`config.mk`:
```
export PLATFORM = sky130hd
export DESIGN_NAME = led_scan_ctrl
export DESIGN_NICKNAME = d
export VERILOG_FILES = /design/src/rtl/led_scan_pkg.sv /design/src/rtl/led_scan_timer.sv /design/src/rtl/led_scan_ctrl.sv
export SDC_FILE = /design/constraint.sdc
export NUM_CORES = 1
export LEC_CHECK = 0
export CAP_MARGIN = 20
export CORE_ASPECT_RATIO = 1.4
export CORE_MARGIN = 1.5
export CORE_UTILIZATION = 50
export CTS_CLUSTER_SIZE = 10
export DETAILED_ROUTE_END_ITERATION = 10
export PLACE_DENSITY = 0.7
export SLEW_MARGIN = 20
export SYNTH_ARGS = -nofsm -noshare
export SYNTH_HDL_FRONTEND = slang
export SYNTH_SLANG_ARGS = --single-unit
export TNS_END_PERCENT = 1
```
`constraint.sdc`:
```
create_clock -name clk -period 4.4 [get_ports clk]
set_clock_uncertainty 0.15 [all_clocks]
set_input_delay 1.32 -clock clk [delete_from_list [all_inputs] [get_ports clk]]
set_output_delay 1.32 -clock clk [all_outputs]
set_load 0.02 [all_outputs]
```
`src/rtl/led_scan_pkg.sv`:
```
// Shared scan-controller types and constants: FSM state encoding and brightness width.
package led_scan_pkg;

  typedef enum logic {
    BLANK = 1'b0,
    DRIVE = 1'b1
  } scan_state_e;

  localparam int unsigned BRIGHT_WIDTH = 4;

endpackage

```
`src/rtl/led_scan_timer.sv`:
```
// Row scan sequencer: BLANK/DRIVE phase FSM, dwell counter and row index.
// Exposes next-cycle values so the owner can register its outputs in step with the state.
module led_scan_timer
  import led_scan_pkg::*;
#(
  parameter int unsigned NUM_ROWS       = 4,
  parameter int unsigned NUM_ROWS_WIDTH = 2,
  parameter int unsigned BLANK_TICKS    = 4,
  parameter int unsigned DWELL_WIDTH    = 10
) (
  input  logic                      clk,
  input  logic                      rst_n,
  output scan_state_e               state_nxt_c,
  output logic [NUM_ROWS_WIDTH-1:0] row_nxt_c,
  output logic [DWELL_WIDTH-1:0]    cnt_nxt_c,
  output logic                      drive_entry_c,
  output logic                      frame_start_c,
  output logic                      frame_end_c
);

  localparam scan_state_e ENTRY_STATE = (BLANK_TICKS == 0) ? DRIVE : BLANK;
  localparam logic [DWELL_WIDTH-1:0] BLANK_LAST =
    DWELL_WIDTH'((BLANK_TICKS > 0) ? BLANK_TICKS - 1 : 0);
  localparam logic [NUM_ROWS_WIDTH-1:0] ROW_LAST = NUM_ROWS_WIDTH'(NUM_ROWS - 1);

  scan_state_e               state;
  logic [NUM_ROWS_WIDTH-1:0] row;
  logic [DWELL_WIDTH-1:0]    cnt;
  logic                      run;

  // run is low only during reset so the first edge after release enters row 0 afresh
  always_ff @(posedge clk or negedge rst_n) begin
    if (!rst_n) begin
      run   <= 1'b0;
      state <= BLANK;
      row   <= '0;
      cnt   <= '0;
    end else begin
      run   <= 1'b1;
      state <= state_nxt_c;
      row   <= row_nxt_c;
      cnt   <= cnt_nxt_c;
    end
  end

  always_comb begin
    state_nxt_c   = state;
    row_nxt_c     = row;
    cnt_nxt_c     = cnt + DWELL_WIDTH'(1);
    drive_entry_c = 1'b0;
    frame_start_c = 1'b0;
    frame_end_c   = 1'b0;
    if (!run) begin
      state_nxt_c   = ENTRY_STATE;
      row_nxt_c     = '0;
      cnt_nxt_c     = '0;
      frame_start_c = 1'b1;
      drive_entry_c = (ENTRY_STATE == DRIVE);
    end else begin
      case (state)
        BLANK: begin
          if (cnt == BLANK_LAST) begin
            state_nxt_c   = DRIVE;
            cnt_nxt_c     = '0;
            drive_entry_c = 1'b1;
          end
        end
        DRIVE: begin
          if (&cnt) begin
            state_nxt_c   = ENTRY_STATE;
            cnt_nxt_c     = '0;
            drive_entry_c = (ENTRY_STATE == DRIVE);
            if (row == ROW_LAST) begin
              row_nxt_c     = '0;
              frame_start_c = 1'b1;
              frame_end_c   = 1'b1;
            end else begin
              row_nxt_c = row + NUM_ROWS_WIDTH'(1);
            end
          end
        end
        default: state_nxt_c = BLANK;
      endcase
    end
  end

endmodule

```
`src/rtl/led_scan_ctrl.sv`:
```
// Multiplexed LED matrix scanner with double-buffered frame storage and frame-aligned swap.
// Build option: define LED_SCAN_CTRL_PWM_EN for per-row brightness PWM from i_bright.
module led_scan_ctrl
  import led_scan_pkg::*;
#(
  parameter int unsigned NUM_ROWS              = 4,
  parameter int unsigned NUM_ROWS_WIDTH        = 2,
  parameter int unsigned NUM_COLS              = 8,
  parameter int unsigned BLANK_TICKS           = 4,
  parameter int unsigned DWELL_WIDTH           = 10,
  parameter int unsigned ROW_OUTPUT_ACTIVE_LOW = 0,
  parameter int unsigned COL_OUTPUT_ACTIVE_LOW = 0
) (
  input  logic                      clk,
  input  logic                      i_rst_n,
  input  logic                      i_wr_en,
  input  logic [NUM_ROWS_WIDTH-1:0] i_wr_row,
  input  logic [NUM_COLS-1:0]       i_wr_data,
  input  logic                      i_swap_req,
  input  logic [BRIGHT_WIDTH-1:0]   i_bright,
  output logic                      o_swap_ack,
  output logic                      o_frame_start,
  output logic [NUM_ROWS_WIDTH-1:0] o_row_idx,
  output logic [NUM_ROWS-1:0]       o_rows,
  output logic [NUM_COLS-1:0]       o_cols
);

  localparam logic ROW_INV = (ROW_OUTPUT_ACTIVE_LOW != 0);
  localparam logic COL_INV = (COL_OUTPUT_ACTIVE_LOW != 0);

  scan_state_e               state_nxt_c;
  logic [NUM_ROWS_WIDTH-1:0] row_nxt_c;
  logic [DWELL_WIDTH-1:0]    cnt_nxt_c;
  logic                      drive_entry_c;
  logic                      frame_start_c;
  logic                      frame_end_c;

  led_scan_timer #(
    .NUM_ROWS      (NUM_ROWS),
    .NUM_ROWS_WIDTH(NUM_ROWS_WIDTH),
    .BLANK_TICKS   (BLANK_TICKS),
    .DWELL_WIDTH   (DWELL_WIDTH)
  ) u_timer (
    .clk          (clk),
    .rst_n        (i_rst_n),
    .state_nxt_c  (state_nxt_c),
    .row_nxt_c    (row_nxt_c),
    .cnt_nxt_c    (cnt_nxt_c),
    .drive_entry_c(drive_entry_c),
    .frame_start_c(frame_start_c),
    .frame_end_c  (frame_end_c)
  );

  logic [NUM_COLS-1:0] fb [2][NUM_ROWS];
  logic                front_sel;
  logic                armed;
  logic                swap_c;
  logic                front_sel_nxt_c;
  logic                wr_ok_c;
  logic [NUM_COLS-1:0] row_data_c;
  logic                pwm_on_c;
  logic [NUM_ROWS-1:0] rows_c;
  logic [NUM_COLS-1:0] cols_c;

  assign swap_c          = frame_end_c && i_swap_req && armed;
  assign front_sel_nxt_c = front_sel ^ swap_c;
  assign wr_ok_c         = i_wr_en && (32'(i_wr_row) < NUM_ROWS);

  // A write on the swap edge targets the buffer about to become front; forward it
  assign row_data_c = (swap_c && wr_ok_c && (i_wr_row == row_nxt_c)) ? i_wr_data
                                                                     : fb[front_sel_nxt_c][row_nxt_c];

`ifdef LED_SCAN_CTRL_PWM_EN
  logic [BRIGHT_WIDTH-1:0] bright_q;
  logic [BRIGHT_WIDTH-1:0] bright_c;

  always_ff @(posedge clk or negedge i_rst_n) begin
    if (!i_rst_n) begin
      bright_q <= '0;
    end else if (drive_entry_c) begin
      bright_q <= i_bright;
    end
  end

  assign bright_c = drive_entry_c ? i_bright : bright_q;
  assign pwm_on_c = (cnt_nxt_c[DWELL_WIDTH-1 -: BRIGHT_WIDTH] < bright_c);
`else
  logic unused_c;
  assign unused_c = ^{i_bright, cnt_nxt_c, drive_entry_c};
  assign pwm_on_c = 1'b1;
`endif

  assign rows_c = (state_nxt_c == DRIVE) ? (NUM_ROWS'(1) << row_nxt_c) : '0;
  assign cols_c = ((state_nxt_c == DRIVE) && pwm_on_c) ? row_data_c : '0;

  // Registered outputs and swap handshake, aligned with the timer state
  always_ff @(posedge clk or negedge i_rst_n) begin
    if (!i_rst_n) begin
      o_rows        <= {NUM_ROWS{ROW_INV}};
      o_cols        <= {NUM_COLS{COL_INV}};
      o_swap_ack    <= 1'b0;
      o_frame_start <= 1'b0;
      o_row_idx     <= '0;
      front_sel     <= 1'b0;
      armed         <= 1'b1;
    end else begin
      o_rows        <= rows_c ^ {NUM_ROWS{ROW_INV}};
      o_cols        <= cols_c ^ {NUM_COLS{COL_INV}};
      o_swap_ack    <= swap_c;
      o_frame_start <= frame_start_c;
      o_row_idx     <= row_nxt_c;
      front_sel     <= front_sel_nxt_c;
      if (swap_c) begin
        armed <= 1'b0;
      end else if (!i_swap_req) begin
        armed <= 1'b1;
      end
    end
  end

  // Host writes always go to the buffer not selected at this edge
  always_ff @(posedge clk or negedge i_rst_n) begin
    if (!i_rst_n) begin
      for (int r = 0; r < int'(NUM_ROWS); r++) begin
        fb[0][r] <= '0;
        fb[1][r] <= '0;
      end
    end else if (wr_ok_c) begin
      fb[~front_sel][i_wr_row] <= i_wr_data;
    end
  end

endmodule

```
==> impl_metrics.tcl <==
set metrics [dict create \
    post-route-period-util_pct 78.7 \
    antennaDiodeCount 0 \
    cts_resized 0 \
    drc 0 \
    cts_hold_buf 0 \
    drv_slew 0 \
    synth_cells 351 \
    cts_tree "done" \
    final_nets 407 \
    r2r_slack_ns 1.34 \
    power_density_nw_per_um2 372 \
    synth_compound_area_share_pct 4.52 \
    worstSkewPairLatency_ns 0.34 \
    total_power_mw 1.82 \
    cp.arrival_ns 3.56 \
    dp_hpwl_um 5600 \
    ios 34 \
    slew-limit-headroom_pct 41.5 \
    grt_max_degree 73 \
    start_kind "input port" \
    synth_simple_gate_area_share_pct 13.6 \
    leakagePower_nw 2.19 \
    rsz0062_at_grt "false" \
    fmax_mhz 289 \
    synth_xor_area_share_pct 2.31 \
    min-delay-path-class "reg -> reg" \
    clk_pin_slew_ns 0.06 \
    yosys.area_share.adder_pct 0.599 \
    grt_pass1_wl_um 14500 \
    worstHoldEndpoint "armed" \
    yosysSeqAreaShare_pct 56.3 \
    gp_congestion 0.726 \
    min-delay-start "armed" \
    die-height_um 111 \
    synth_top_family_by_area "multiplexers" \
    setup-violations-final 0 \
    cts.htree.levels 3 \
    post_cts_buffers 0 \
    fin_area_sq_um 4890 \
    coreArea_sq_um 8150 \
    synth_cell_types 35 \
    grt_pass1_vias 2808 \
    hold_depth 2 \
    via_per_inst 5.63 \
    cts_buffers 9 \
    synth_area_sq_um 4180 \
    critPathCaptureType "flip-flop" \
    drt_iter0_markers 193 \
    period_needed_ns 3.46 \
    crit_fanout 31 \
    yosysWarnings 0 \
    peakVddDrop_mv 0.280 \
    drt_wl_total_um 8800 \
    critPathMaxStageDelay_ns 0.50 \
    grt.overflow.total 0 \
    ys_seq_elements 94 \
    route.met2.wl_um 4590 \
    drt_first_pass_iters 4 \
    synth_mux_area_share_pct 20.4 \
    detail_route.wl_per_cell_um 17.8 \
    cp.required_ns 4.50 \
    avgSynthCellArea_sq_um 11.9 \
    status "complete, no violations" \
    die_x_um 80.3 \
    place_area_sq_um 4610 \
    r2r-end "o_cols[1]" \
    via_count 2782 \
    critPathSlowestCell "inv_2" \
    dr_wl_met3_um 292 \
    initial_core_util_pct 51.3 \
    area_delta_synth_final_pct 17.2 \
    reg2regPathDepth 9 \
    path_class "in -> reg" \
    clock_sinks 94 \
    crit_chain "clkdlybuf4s50_1 -> nand4_1 -> nor4_4 -> xnor2_2 -> inv_2 -> mux2i_1 -> a32oi_1 -> o221ai_1 -> a21oi_1" \
    met1_length_um 3760 \
    drv_cap 0 \
    worst_pin_slew_ns 0.877 \
    root_buffer "clkbuf_16" \
    hold_viol 0 \
    dieArea_sq_um 8920 \
    tns_ns 0 \
    drive_gt1_share_pct 25.0 \
    track_usage_pct 21.9 \
    timing.rr.start "u_timer.cnt[0]" \
    drtAntennaViolNets 0 \
    num_rows 39 \
    io_buffers 29 \
    syn_nets 371 \
    routed.top_layer "met4" \
    antenna_found_initial 0 \
    clk_path_buf_depth 2 \
]
layout by cell type (no fill, tap or decap), drive strengths merged:
| master | count |
|---|---|
| clkbuf | 13 |
| xor2 | 4 |
| nand2b | 2 |
| ha | 2 |
| dfrtp | 93 |
| dfstp | 1 |
| xnor2 | 7 |
| mux2i | 13 |
| nand4b | 3 |
| inv | 6 |
| a32oi | 7 |
| o221ai | 7 |
| clkinvlp | 1 |
| nor3b | 2 |
| mux2 | 64 |
| conb | 1 |
| nor4 | 3 |
| a31oi | 1 |
| o211ai | 2 |
| nand4 | 5 |
| clkdlybuf4s50 | 28 |
| buf | 11 |
| and3 | 4 |
| o21ai | 1 |
| clkinv | 2 |
| or3b | 1 |
| nand2 | 26 |
| and4 | 1 |
| a21oi | 8 |
| nor2 | 58 |
| nand3 | 9 |
| nor3 | 6 |
metrics by stage:
step / worst slack [ns] / util, % / instances / hold WS, ns
2_1_floorplan: 1.47 / - / 351 / 0.283
3_3_place_gp: 0.564 / 56.5 / 478 / 0.298
3_5_place_dp: 0.594 / 56.5 / 478 / 0.313
4_1_cts: 0.924 / 60.1 / 494 / 0.322
5_1_grt: 0.717 / 60.1 / 494 / 0.327
6_report: 0.938 / 60.1 / 494 / 0.316
metal layers:
metal	up-vias	track usage (%)
met5	-	0
met4	0	8.97
met3	10	3.37
met2	47	36.4
met1	1416	28.0
li1	1309	-
worst max-delay path by stage:
stage	from	cells past startpoint	end	slack (ns)
floorplan	i_wr_en	4	fb[24]	1.47
global placement	i_swap_req	9	o_cols[3]	0.56
detailed placement	i_swap_req	9	o_cols[3]	0.59
CTS	i_swap_req	9	o_cols[3]	0.92
global route	i_swap_req	9	o_cols[1]	0.72
finish	i_swap_req	9	o_cols[7]	0.94
cell families after synthesis:
logic type | Yosys count
and+or+nand+nor | 120
DFF | 94
muxes | 77
AOI/OAI and AO/OA | 26
buffers and inverters | 20
xor gates and xnor gates | 11
adders and majority gates | 2
other | 1
power by group:
part,internal [mW],leakage [nW],switching [mW]
clock network,0.427,0.142,0.310
registers,0.926,1.23,0.0311
logic,0.0675,0.810,0.0588
total,1.42,2.19,0.400
registers in the layout (all words and copies together), names as in the netlist, 2 cells and up:
signal       count
fb              64
u_timer.cnt     10
o_cols           8
u_timer.row      2
o_rows           4
area by class of cell:
cell class | count | area [sq um]
fillers | 651 | 3250
flip-flops and latches | 94 | 2350
multi-input cells | 237 | 1740
repair buffers | 39 | 363
clock buffers | 13 | 270
well taps | 102 | 128
inverters | 6 | 22.5
clock inverters | 3 | 17.5
worst max-delay path: cells and delay by family:
family	cells	cell delay [ns]
xor gates and xnor gates	1	0.11
and+or+nand+nor	2	0.41
muxes	1	0.18
AOI/OAI and AO/OA	3	0.54
buffers and inverters	2	0.99
cells in the mapped netlist, drive strengths merged:
cell	instances	area share (%)
xnor2	7	1.5
nor4	3	0.81
nand2	26	2.3
nor2	58	5.2
nand4b	3	0.63
nand2b	2	0.30
mux2	64	17
nor3b	2	0.60
xor2	4	0.84
dfrtp	93	56
nand4	5	0.90
and4	1	0.21
ha	2	0.60
o21ai	1	0.12
nand3	9	1.1
a32oi	7	1.5
o221ai	7	1.5
clkbuf	9	0.84
conb	1	0.090
or3b	1	0.21
mux2i	13	3.1
o211ai	2	0.36
a21oi	8	0.96
buf	5	0.81
inv	6	0.54
nor3	6	0.72
dfstp	1	0.63
and3	4	0.60
a31oi	1	0.15
Note: power is estimated with default switching activity, not from simulation.
